$ cat src/rtl/div_pkg.sv
// Shared definitions for the sequential signed divider.
// Contents:
//   DW_DEFAULT  default divisor/quotient/remainder width
//   ITER        quotient bits produced per divide (one per clock) at the default width
//   Q_MAX/Q_MIN saturation values at the default width
//   state_e     controller state encoding
package div_pkg;

  localparam int unsigned DW_DEFAULT = 8;
  localparam int unsigned ITER       = 2 * DW_DEFAULT;

  localparam logic [DW_DEFAULT-1:0] Q_MAX = 8'h7F;
  localparam logic [DW_DEFAULT-1:0] Q_MIN = 8'h80;

  typedef enum logic [1:0] {
    StIdle,
    StRun,
    StFinish,
    StDone
  } state_e;

endpackage

$ cat src/rtl/div_step.sv
// One restoring-division step (combinational).
// Ports:
//   rem       in  DW  current partial remainder (always < dvs)
//   bit_in    in  1   next dividend bit shifted into the remainder
//   dvs       in  DW  divisor magnitude (unsigned, non-zero)
//   rem_next  out DW  partial remainder after the trial subtraction
//   q_bit     out 1   quotient bit produced by this step
module div_step #(
  parameter int unsigned DW = 8
) (
  input  logic [DW-1:0] rem,
  input  logic          bit_in,
  input  logic [DW-1:0] dvs,
  output logic [DW-1:0] rem_next,
  output logic          q_bit
);

  logic [DW:0] trial;

  always_comb begin
    trial = {rem, bit_in};
    q_bit = (trial >= {1'b0, dvs});
    // The restored result is below dvs, so the low DW bits of the modular
    // difference are exact.
    rem_next = q_bit ? (trial[DW-1:0] - dvs) : trial[DW-1:0];
  end

endmodule

$ cat src/rtl/booth_divider.sv
// Sequential signed divider: 2*DW-bit dividend / DW-bit divisor -> DW-bit quotient and
// remainder, truncating toward zero, one quotient bit per clock (restoring algorithm).
// Ports:
//   clk          in   1     clock
//   rst_n        in   1     asynchronous active-low reset
//   en           in   1     level request; high = divide, low = abort / return to idle
//   dividend     in   2*DW  signed dividend, held stable while en=1
//   divisor      in   DW    signed divisor, held stable while en=1
//   quotient     out  DW    signed quotient, saturated on overflow
//   remainder    out  DW    signed remainder, takes the sign of the dividend
//   ready        out  1     result valid
//   div_by_zero  out  1     divisor was zero (valid with ready)
//   overflow     out  1     quotient did not fit and was saturated (valid with ready)
module booth_divider
  import div_pkg::*;
#(
  parameter int unsigned DW = DW_DEFAULT
) (
  input  logic            clk,
  input  logic            rst_n,
  input  logic            en,
  input  logic [2*DW-1:0] dividend,
  input  logic [DW-1:0]   divisor,
  output logic [DW-1:0]   quotient,
  output logic [DW-1:0]   remainder,
  output logic            ready,
  output logic            div_by_zero,
  output logic            overflow
);

  localparam int unsigned Iter = 2 * DW;
  localparam int unsigned CntW = $clog2(Iter);
  localparam logic [CntW-1:0] CntLast = CntW'(Iter - 1);

  // Largest magnitudes representable for a positive / negative quotient.
  localparam logic [2*DW-1:0] PosLim = (2*DW)'((2 ** (DW - 1)) - 1);
  localparam logic [2*DW-1:0] NegLim = (2*DW)'(2 ** (DW - 1));
  localparam logic [DW-1:0]   QMax   = {1'b0, {(DW-1){1'b1}}};
  localparam logic [DW-1:0]   QMin   = {1'b1, {(DW-1){1'b0}}};

  state_e          state_q;
  logic [2*DW-1:0] dvd_q;     // dividend magnitude, shifted out MSB first
  logic [2*DW-1:0] quo_q;     // quotient magnitude, shifted in LSB first
  logic [DW-1:0]   dvs_q;     // divisor magnitude
  logic [DW-1:0]   rem_q;     // partial remainder magnitude
  logic [CntW-1:0] cnt_q;
  logic            q_sign_q;
  logic            r_sign_q;
  logic            dbz_q;

  logic [2*DW-1:0] dvd_abs;
  logic [DW-1:0]   dvs_abs;
  logic [DW-1:0]   step_rem;
  logic            step_q;
  logic            q_ovf;
  logic [DW-1:0]   q_signed;
  logic [DW-1:0]   r_signed;

  // Magnitudes as unsigned: the most negative value maps to 2**(width-1).
  always_comb begin
    dvd_abs = dividend[2*DW-1] ? (~dividend + 1'b1) : dividend;
    dvs_abs = divisor[DW-1] ? (~divisor + 1'b1) : divisor;
  end

  div_step #(
    .DW(DW)
  ) u_step (
    .rem      (rem_q),
    .bit_in   (dvd_q[2*DW-1]),
    .dvs      (dvs_q),
    .rem_next (step_rem),
    .q_bit    (step_q)
  );

  // Result formatting; a negative quotient may reach one step further than a positive one.
  always_comb begin
    q_ovf    = q_sign_q ? (quo_q > NegLim) : (quo_q > PosLim);
    q_signed = q_sign_q ? (~quo_q[DW-1:0] + 1'b1) : quo_q[DW-1:0];
    r_signed = r_sign_q ? (~rem_q + 1'b1) : rem_q;
  end

  always_ff @(posedge clk or negedge rst_n) begin
    if (!rst_n) begin
      state_q     <= StIdle;
      dvd_q       <= '0;
      quo_q       <= '0;
      dvs_q       <= '0;
      rem_q       <= '0;
      cnt_q       <= '0;
      q_sign_q    <= 1'b0;
      r_sign_q    <= 1'b0;
      dbz_q       <= 1'b0;
      quotient    <= '0;
      remainder   <= '0;
      ready       <= 1'b0;
      div_by_zero <= 1'b0;
      overflow    <= 1'b0;
    end else begin
      unique case (state_q)
        StIdle: begin
          if (en) begin
            dvd_q    <= dvd_abs;
            dvs_q    <= dvs_abs;
            q_sign_q <= dividend[2*DW-1] ^ divisor[DW-1];
            r_sign_q <= dividend[2*DW-1];
            rem_q    <= '0;
            quo_q    <= '0;
            cnt_q    <= '0;
            dbz_q    <= (divisor == '0);
            state_q  <= (divisor == '0) ? StFinish : StRun;
          end
        end
        StRun: begin
          if (!en) begin
            state_q <= StIdle;
          end else begin
            rem_q <= step_rem;
            dvd_q <= {dvd_q[2*DW-2:0], 1'b0};
            quo_q <= {quo_q[2*DW-2:0], step_q};
            cnt_q <= cnt_q + 1'b1;
            if (cnt_q == CntLast) begin
              state_q <= StFinish;
            end
          end
        end
        StFinish: begin
          if (!en) begin
            state_q <= StIdle;
          end else begin
            ready <= 1'b1;
            state_q <= StDone;
            if (dbz_q) begin
              quotient    <= '0;
              remainder   <= '0;
              div_by_zero <= 1'b1;
              overflow    <= 1'b0;
            end else begin
              quotient    <= q_ovf ? (q_sign_q ? QMin : QMax) : q_signed;
              remainder   <= r_signed;
              div_by_zero <= 1'b0;
              overflow    <= q_ovf;
            end
          end
        end
        StDone: begin
          if (!en) begin
            ready   <= 1'b0;
            state_q <= StIdle;
          end
        end
        default: state_q <= StIdle;
      endcase
    end
  end

endmodule

$ cat config.mk
export PLATFORM = sky130hd
export DESIGN_NAME = booth_divider
export DESIGN_NICKNAME = d
export VERILOG_FILES = /design/src/rtl/div_pkg.sv /design/src/rtl/div_step.sv /design/src/rtl/booth_divider.sv
export SDC_FILE = /design/constraint.sdc
export NUM_CORES = 1
export LEC_CHECK = 0
export BUFFER_PORTS_ARGS = -buffer_cell sky130_fd_sc_hd__clkbuf_2
export CORE_ASPECT_RATIO = 0.6
export CORE_MARGIN = 1
export CORE_UTILIZATION = 50
export DETAILED_ROUTE_END_ITERATION = 8
export GPL_ROUTABILITY_DRIVEN = 1
export PLACE_DENSITY_LB_ADDON = 0.15
export SYNTH_ARGS = -nofsm -noshare
export SYNTH_HDL_FRONTEND = slang
export SYNTH_SLANG_ARGS = --single-unit
export TNS_END_PERCENT = 20
$ cat constraint.sdc
create_clock -name clk -period 2.2 [get_ports clk]
set_clock_uncertainty 0.15 [all_clocks]
set_input_delay 0.22 -clock clk [delete_from_list [all_inputs] [get_ports clk]]
set_output_delay 0.22 -clock clk [all_outputs]
set_load 0.01 [all_outputs]
## After elaboration in Yosys (flattened, before gate mapping)

Cells that the tools add are included.

- Add/sub/neg operators: 6
- $lt $le $gt $ge: 3
- Eq/ne operators: 9
- Multiplexer cells: 34
- Bitwise operators: 5
- Reduce and logical (&&, ||, !) cells: 9

Operators by type and width:

| kind | number |
|---|---|
| $mux 16 | 5 |
| $mux 8 | 10 |
| $pmux 16 s2 | 2 |
| $add 8x1->8 const B | 3 |
| $not 8->8 | 3 |
| $add 16x1->16 const B | 1 |
| $gt 16x7->1 const B | 1 |
| $gt 16x8->1 const B | 1 |
| $not 16->16 | 1 |
| $pmux 8 s2 | 1 |
| $mux 2 | 6 |
| $ge 9x8->1 | 1 |
| $reduce_and 3->1 | 3 |
| $logic_not 8->1 | 1 |
| $mux 4 | 2 |
| $ne 2x2->1 const B | 4 |
| $pmux 2 s4 | 1 |
| $pmux 4 s2 | 1 |
| $sub 8x8->8 | 1 |
| $mux 1 | 5 |
| $add 4x1->4 const B | 1 |
| $eq 2x2->1 const B | 2 |
| $eq 4x4->1 const B | 1 |
| $reduce_and 2->1 | 2 |
| 6 further kinds | 7 |

- Register bits after elaboration: 76
- Input bits: 27
- Output and inout port bits: 19
- Word-level logic and storage cells: 80

## Longest topological paths before layout

Gate-level depths: netlist of the first run.

- Depth in word-level cells: 5
- Gate-level depth with buffers: 9
- Mapped depth without buffers: 9

## By module

From an unflattened synthesis of the first run, not the netlist that was laid out.

- Cell total of the unflattened synthesis: 469
- Area total of the unflattened synthesis: 4488.1 µm²

By module, submodules not included:

| module | times used | cells an instance | area each (µm²) | sequential area each (µm²) |
|---|---|---|---|---|
| booth_divider | 1 | 400 | 3967.6 | 1901.8 |
| div_step | 1 | 69 | 520.5 | 0.0 |

## Worst setup path after synthesis of the first run

Ideal clock, no wire load.

- Path kind: reg-to-reg
- Start: reg quo_q[1]
- End: reg quotient[1]
- Setup time: 0.133 ns
- Data arrival time: 1.934 ns
- Slack: -0.017 ns
- Cell stages (with the launch flop): 8
- Path buffers: 0
- Period minus slack after synthesis: 2.217 ns
- Path through: dfrtp_1 inv_1 ha_1 or3b_4 o41a_1 or2_4 o211ai_2 o211ai_1

- Longest elaborated chain between the ends: 5
- Elaborated cells on any way between the ends: 8
- Classes of those cells: add/sub (1); order compare (2); mux (4); bitwise (1)

RTL lines:

| element | RTL line | text |
|---|---|---|
| start, declared | booth_divider.sv:43 | `logic [2*DW-1:0] quo_q;` |
| start signal, assigned | booth_divider.sv:119 | `quo_q <= {quo_q[2*DW-2:0], step_q};` |
| branches (longest 3 deep; another with $gt 16x7->1) | n/a |  |
| $mux 8 (*) | booth_divider.sv:138 | `quotient <= q_ovf ? (q_sign_q ? QMin : QMax) : q_signed;` |
| $mux 8 (*) | booth_divider.sv:132 | `if (dbz_q) begin` |
| end signal, assigned | booth_divider.sv:138 |  |
| end, declared | booth_divider.sv:24 | `output logic [DW-1:0] quotient,` |

Every way passes the cells marked *.
A chain may end at the register's enable or synchronous reset.

## Worst setup path in the final report of the first run

- Start: reg quo_q[0]
- End: reg quotient[1]

Same word-level chain as after synthesis.

==> results of run 1 <==
==> layer usage <==
metal,global-route usage,part of all wire,vias to the layer above
met5,0,0,-
met1,0.3752,0.51,1706
met4,0.08505,0.013,0
met2,0.3621,0.42,107
li1,-,-,1814
met3,0.05512,0.057,12
==> flip-flops by register name, summed over array words and instances (netlist names) <==
register and flops:
quotient 8, q_sign_q 1, dvd_q 16, ready 1, rem_q 8, overflow 1
r_sign_q 1, remainder 8, state_q 2, dbz_q 1, dvs_q 8, div_by_zero 1
quo_q 16, cnt_q 4
==> path summary, 6_finish.rpt <==
path | from | slack [ns] | end | cells after the start
max in group asynchronous | rst_n | 1.16 | quotient[0] | 3
worst min-delay path | dividend[0] | 0.02 | dvd_q[0] | 3
worst min register to register | dvd_q[4] | 0.32 | dvd_q[4] | 2
min in group asynchronous | rst_n | 0.16 | rem_q[3] | 2
worst max-delay path | quo_q[0] | -0.06 | quotient[1] | 7
worst max register to register | quo_q[0] | -0.06 | quotient[1] | 7
==> final cells by class <==
type                            count  area (um^2)  share of cell area
Clock buffer                       12        246.5             0.04659
Clock inverter                      3        47.55            0.008988
Inverter                           26        97.59             0.01845
Multi-Input combinational cell    331         2253              0.4260
Sequential cell                    76         1903              0.3597
Tap cell                          108        135.1             0.02554
Timing Repair Buffer               91        606.8              0.1147
==> per-stage QoR <==
step	std cells	setup TNS, ns
global placement	623	-0.002267
CTS	642	-0.02475
global route	647	-0.9474
detailed placement	623	-0.1980
finish	647	-0.08479
floorplan	455	0
==> cells by family after synthesis <==
kind of cell,share of synthesized area
AO/OA/AOI/OAI,0.2210
flip-flops,0.4490
buffers and inverters,0.04343
adder cells (fa/ha/maj),0.04313
multiplexers,0.02629
AND/OR/NAND/NOR,0.1613
XOR/XNOR,0.05584
==> power by group <==
| part | total (uW) | switching (uW) | internal [uW] |
|---|---|---|---|
| clock | 1460 | 552 | 907 |
| combinational | 2400 | 1200 | 1200 |
| sequential | 1730 | 155 | 1580 |
==> worst max-delay path, stage by stage, from the launching register on <==
cell and delay [ns]:
dfrtp_1 0.39, inv_2 0.09, ha_4 0.13, or3b_4 0.38
o41a_1 0.44, or2_4 0.30, o211ai_2 0.15, o211ai_1 0.10
==> placed cells by master (no fill, tap or decap), types with 11 or more instances in the layout <==
cell      Yosys  final
or3_1        12     12
nand2_1      55     55
nor2_1       26     26
o21ai_0      51     47
buf_4         1     40
dfrtp_1      76     75
inv_1        26     22
a22o_1       13     13
o31ai_1      14     13
xor2_1       21     21
clkbuf_2      0     44
a21oi_1      13     11
==> what timing repair did <==
item                                   CTS  global route
pin swaps                                1             8
gates cloned                             1             0
hold buffers                             3             0
setup endpoints to repair                5            14
resized for setup                        3            23
buffers inserted                         0             5
endpoints found under the hold margin   55             0
==> flow_summary.json, run 1 <==
{
  "setup_viol": 3,
  "grt_max_degree": 35,
  "postLayoutCellArea_mm2": 0.005290,
  "yosysSeqAreaShare": 0.4490,
  "ir_drop_uv": 501.7,
  "syn_to_final_growth_pct": 24.90,
  "post-route-util": 0.6581,
  "drive_gt1_frac": 0.2412,
  "clock_sinks": 76,
  "setup_slack_ns": -0.06250,
  "synthFlopType": "dfrtp_1",
  "htreeDepth": 3,
  "dieArea_mm2": 0.008855,
  "violations": "negative setup slack",
  "diodes": 0,
  "dpl.hpwl_um": 7387,
  "yosys-top-cells-count": "dfrtp_1 (76), nand2_1 (55), o21ai_0 (51)",
  "critPathArrivalTime_ns": 2.32,
  "min_path_type": "input pin to flip-flop",
  "routed_via_density": 5.624,
  "routedWlPerCell_um": 15.73,
  "core_mm2": 0.008039,
  "synth_edf_count": 0,
  "nets": 576,
  "grt_pass1_vias": 3335,
  "final_max_slew_viol_count": 0,
  "grt_pass1_wl_um": 16860,
  "yosysWarnings": 0,
  "async_flop_share": 1.000,
  "synth_area_leaders": "dfrtp_1 (45%), o21ai_0 (6.0%), nand2_1 (4.9%)",
  "critPathLaunchType": "flip-flop",
  "cts_buffer_depth": 2,
  "wl_um": 10180,
  "overflow": 0,
  "period_share": 1.028,
  "clk_pin_slew_ns": 0.06,
  "postSynthCellCount": 455,
  "leakagePower_uw": 0.002491,
  "slew_headroom": 0.7179,
  "pre_cts_ws_ns": -0.05698,
  "via_count": 3639,
  "die_h_um": 73.29,
  "root_buffer": "clkbuf_16",
  "postPlaceCellArea_mm2": 0.004815,
  "ant_nets": 0,
  "synth_cell_type_count": 59,
  "antenna_found_initial": 0,
  "initial_core_util": 0.5268,
  "first_pass_iters": 4,
  "critical_path.endpoint_type": "flip-flop",
  "hold-worst-slack_ns": 0.02027,
  "power_uw": 5591,
  "syn_area_mm2": 0.004235,
  "grt_setup_unrepaired": "yes",
  "drcViolationCount": 0,
  "row_count": 25,
  "die_w_um": 120.8,
  "critical_path_class": "flip-flop to flip-flop",
  "cts_tree": "yes",
  "path_max_fanout": 5,
  "gp_congestion": 0.9120,
  "track_usage": 0.2518,
  "syn_nets": 496,
  "maxCapViolations": 0,
  "power_density_mw_per_mm2": 1057,
  "synth_most_common_cell": "dfrtp_1",
  "n_fill_cell": 658,
  "drt-initial-drc-count": 240,
  "fmax_mhz": 442.0,
  "post-route-min-period_ns": 2.263,
  "synth-seq-cells": 76,
  "avgSynthCellArea_um2": 9.308,
  "cp_data_required_time_ns": 2.26,
  "cts_buffers": 9,
  "synth_top_area_cell": "dfrtp_1",
  "finalHoldViolations": 0,
  "outcome": "finished, violations left",
  "port_buffers": 45,
  "yosysTopAreaCellShare": 0.4490,
  "clock_latency_ns": 0.33,
  "io_pins": 46,
  "tightest_slew_ns": 0.4192
}
(Power assumes the default switching activity.)
==> run 2: changes to the inputs <==
- CORE_UTILIZATION: 50 -> 53
- SLEW_MARGIN: not set -> 5
==> flow_summary.json, run 2 (synthesis results as in run 1) <==
{
  "outcome": "completed",
  "fmax_mhz": 457.6,
  "grt_pass1_vias": 3515,
  "dieArea_mm2": 0.008365,
  "final_cells": 641,
  "cp_data_required_time_ns": 2.26,
  "root_buffer": "clkbuf_16",
  "syn_to_final_growth_pct": 24.67,
  "clock_latency_ns": 0.33,
  "drt-initial-drc-count": 189,
  "whs_path_depth": 3,
  "setup.worst_path.start": "quo_q[1]",
  "nets": 573,
  "r2r_slack_ns": 0.01,
  "setup_viol": 0,
  "ant_nets": 0,
  "routed_via_density": 5.727,
  "initial_core_util": 0.5642,
  "htreeDepth": 3,
  "path_max_fanout": 5,
  "reg2regPathDepth": 7,
  "final_max_slew_viol_count": 0,
  "cts_buffer_depth": 2,
  "gp_congestion": 0.8855,
  "drive_gt1_frac": 0.2458,
  "critPathLaunchType": "flip-flop",
  "first_pass_iters": 5,
  "slew_headroom": 0.6223,
  "min_path_type": "input pin to flip-flop",
  "critical_path_class": "flip-flop to flip-flop",
  "die_w_um": 117.4,
  "core_mm2": 0.007507,
  "ir_drop_uv": 734.4,
  "post-route-min-period_ns": 2.185,
  "largestRegisters": "dvd_q: 16 flops, quo_q: 16 flops",
  "critPathArrivalTime_ns": 2.24,
  "critical_path.endpoint_type": "flip-flop",
  "io_pins": 46,
  "power_density_mw_per_mm2": 1068,
  "clk_pin_slew_ns": 0.06,
  "port_buffers": 45,
  "grt_setup_unrepaired": "yes",
  "grt_pass1_wl_um": 17440,
  "final_common_cell": "dfrtp_1",
  "drcViolationCount": 0,
  "placed_cells": 619,
  "track_usage": 0.2674,
  "antenna_found_initial": 0,
  "worst_r2r_endpoint": "quotient[1]",
  "layout_common_cells": "dfrtp_1 (75), nand2_1 (55), o21ai_0 (48)",
  "min_from": "dividend[12]",
  "cts_buffers": 9,
  "worstReg2RegStart": "quo_q[1]",
  "via_count": 3671,
  "die_h_um": 71.25,
  "leakagePower_uw": 0.002474,
  "grt_max_degree": 36,
  "cts_tree": "yes",
  "maxCapViolations": 0,
  "hold-worst-slack_ns": 0.009575,
  "period_share": 0.9933,
  "clock_sinks": 76,
  "routedWlPerCell_um": 16.09,
  "dpl.hpwl_um": 7484,
  "overflow": 0,
  "diodes": 0,
  "worstHoldEndpoint": "dvd_q[12]",
  "finalHoldViolations": 0,
  "row_count": 24,
  "tightest_slew_ns": 0.5666,
  "wl_um": 10310
}
==> run 2: stage by stage <==
step / total power, uW / setup TNS [ns] / setup slack (ns) / util / cell area, um^2
finish: 5641 / 0 / 0.01469 / 0.7033 / 5280
global route: 6008 / -0.6462 / -0.1174 / 0.7033 / 5280
detailed placement: 3782 / -0.3427 / -0.1070 / 0.6403 / 4807
CTS: 5441 / -0.005898 / -0.005898 / 0.6913 / 5190
global placement: 3733 / -0.04339 / -0.01543 / 0.6403 / 4807
floorplan: 3041 / 0 / 0.004370 / - / 4235
==> run 2: layer usage <==
layer,up-vias,routed length (um),part of all wire,GRT usage
met5,-,0,0,0
met4,0,104,0.010,0.07215
met3,12,669,0.065,0.06210
met2,133,4221,0.41,0.3866
met1,1727,5315,0.52,0.4026
li1,1799,-,-,-
==> run 2: area by class of cell <==
cell class / instances / area, um^2
Clock buffer: 10 / 229.0
Tap cell: 104 / 130.1
Fill cell: 597 / 2227
Sequential cell: 76 / 1903
Clock inverter: 6 / 71.32
Timing Repair Buffer: 88 / 585.6
Inverter: 26 / 97.59
Multi-Input combinational cell: 331 / 2263
==> run 2: worst max-delay path, cell delays in order, from the launching register on <==
cell	delay, ns
dfrtp_1	0.38
inv_2	0.08
ha_1	0.16
or3b_4	0.40
o41a_1	0.38
or2_4	0.28
o211ai_2	0.13
o211ai_1	0.09
==> run 2: worst max path at each step <==
stage / to
final: quotient[1]
after global routing: quotient[1]
after CTS: quotient[1]
after detailed placement: rem_q[2]
after global placement: rem_q[1]
after floorplan: rem_q[1]
==> run 2: power by group <==
group / switching (uW) / internal [uW]
Clock: 584 / 890
Combinational: 1210 / 1220
Sequential: 164 / 1580
Total: 1960 / 3690
==> run 2: repair_timing <==
item,CTS,global route
pin swaps,1,2
gates resized for setup,5,20
cloned,1,0
hold endpoints to repair,23,0
endpoints found under the setup margin,5,16
hold buffers,2,0
buffers inserted,2,1
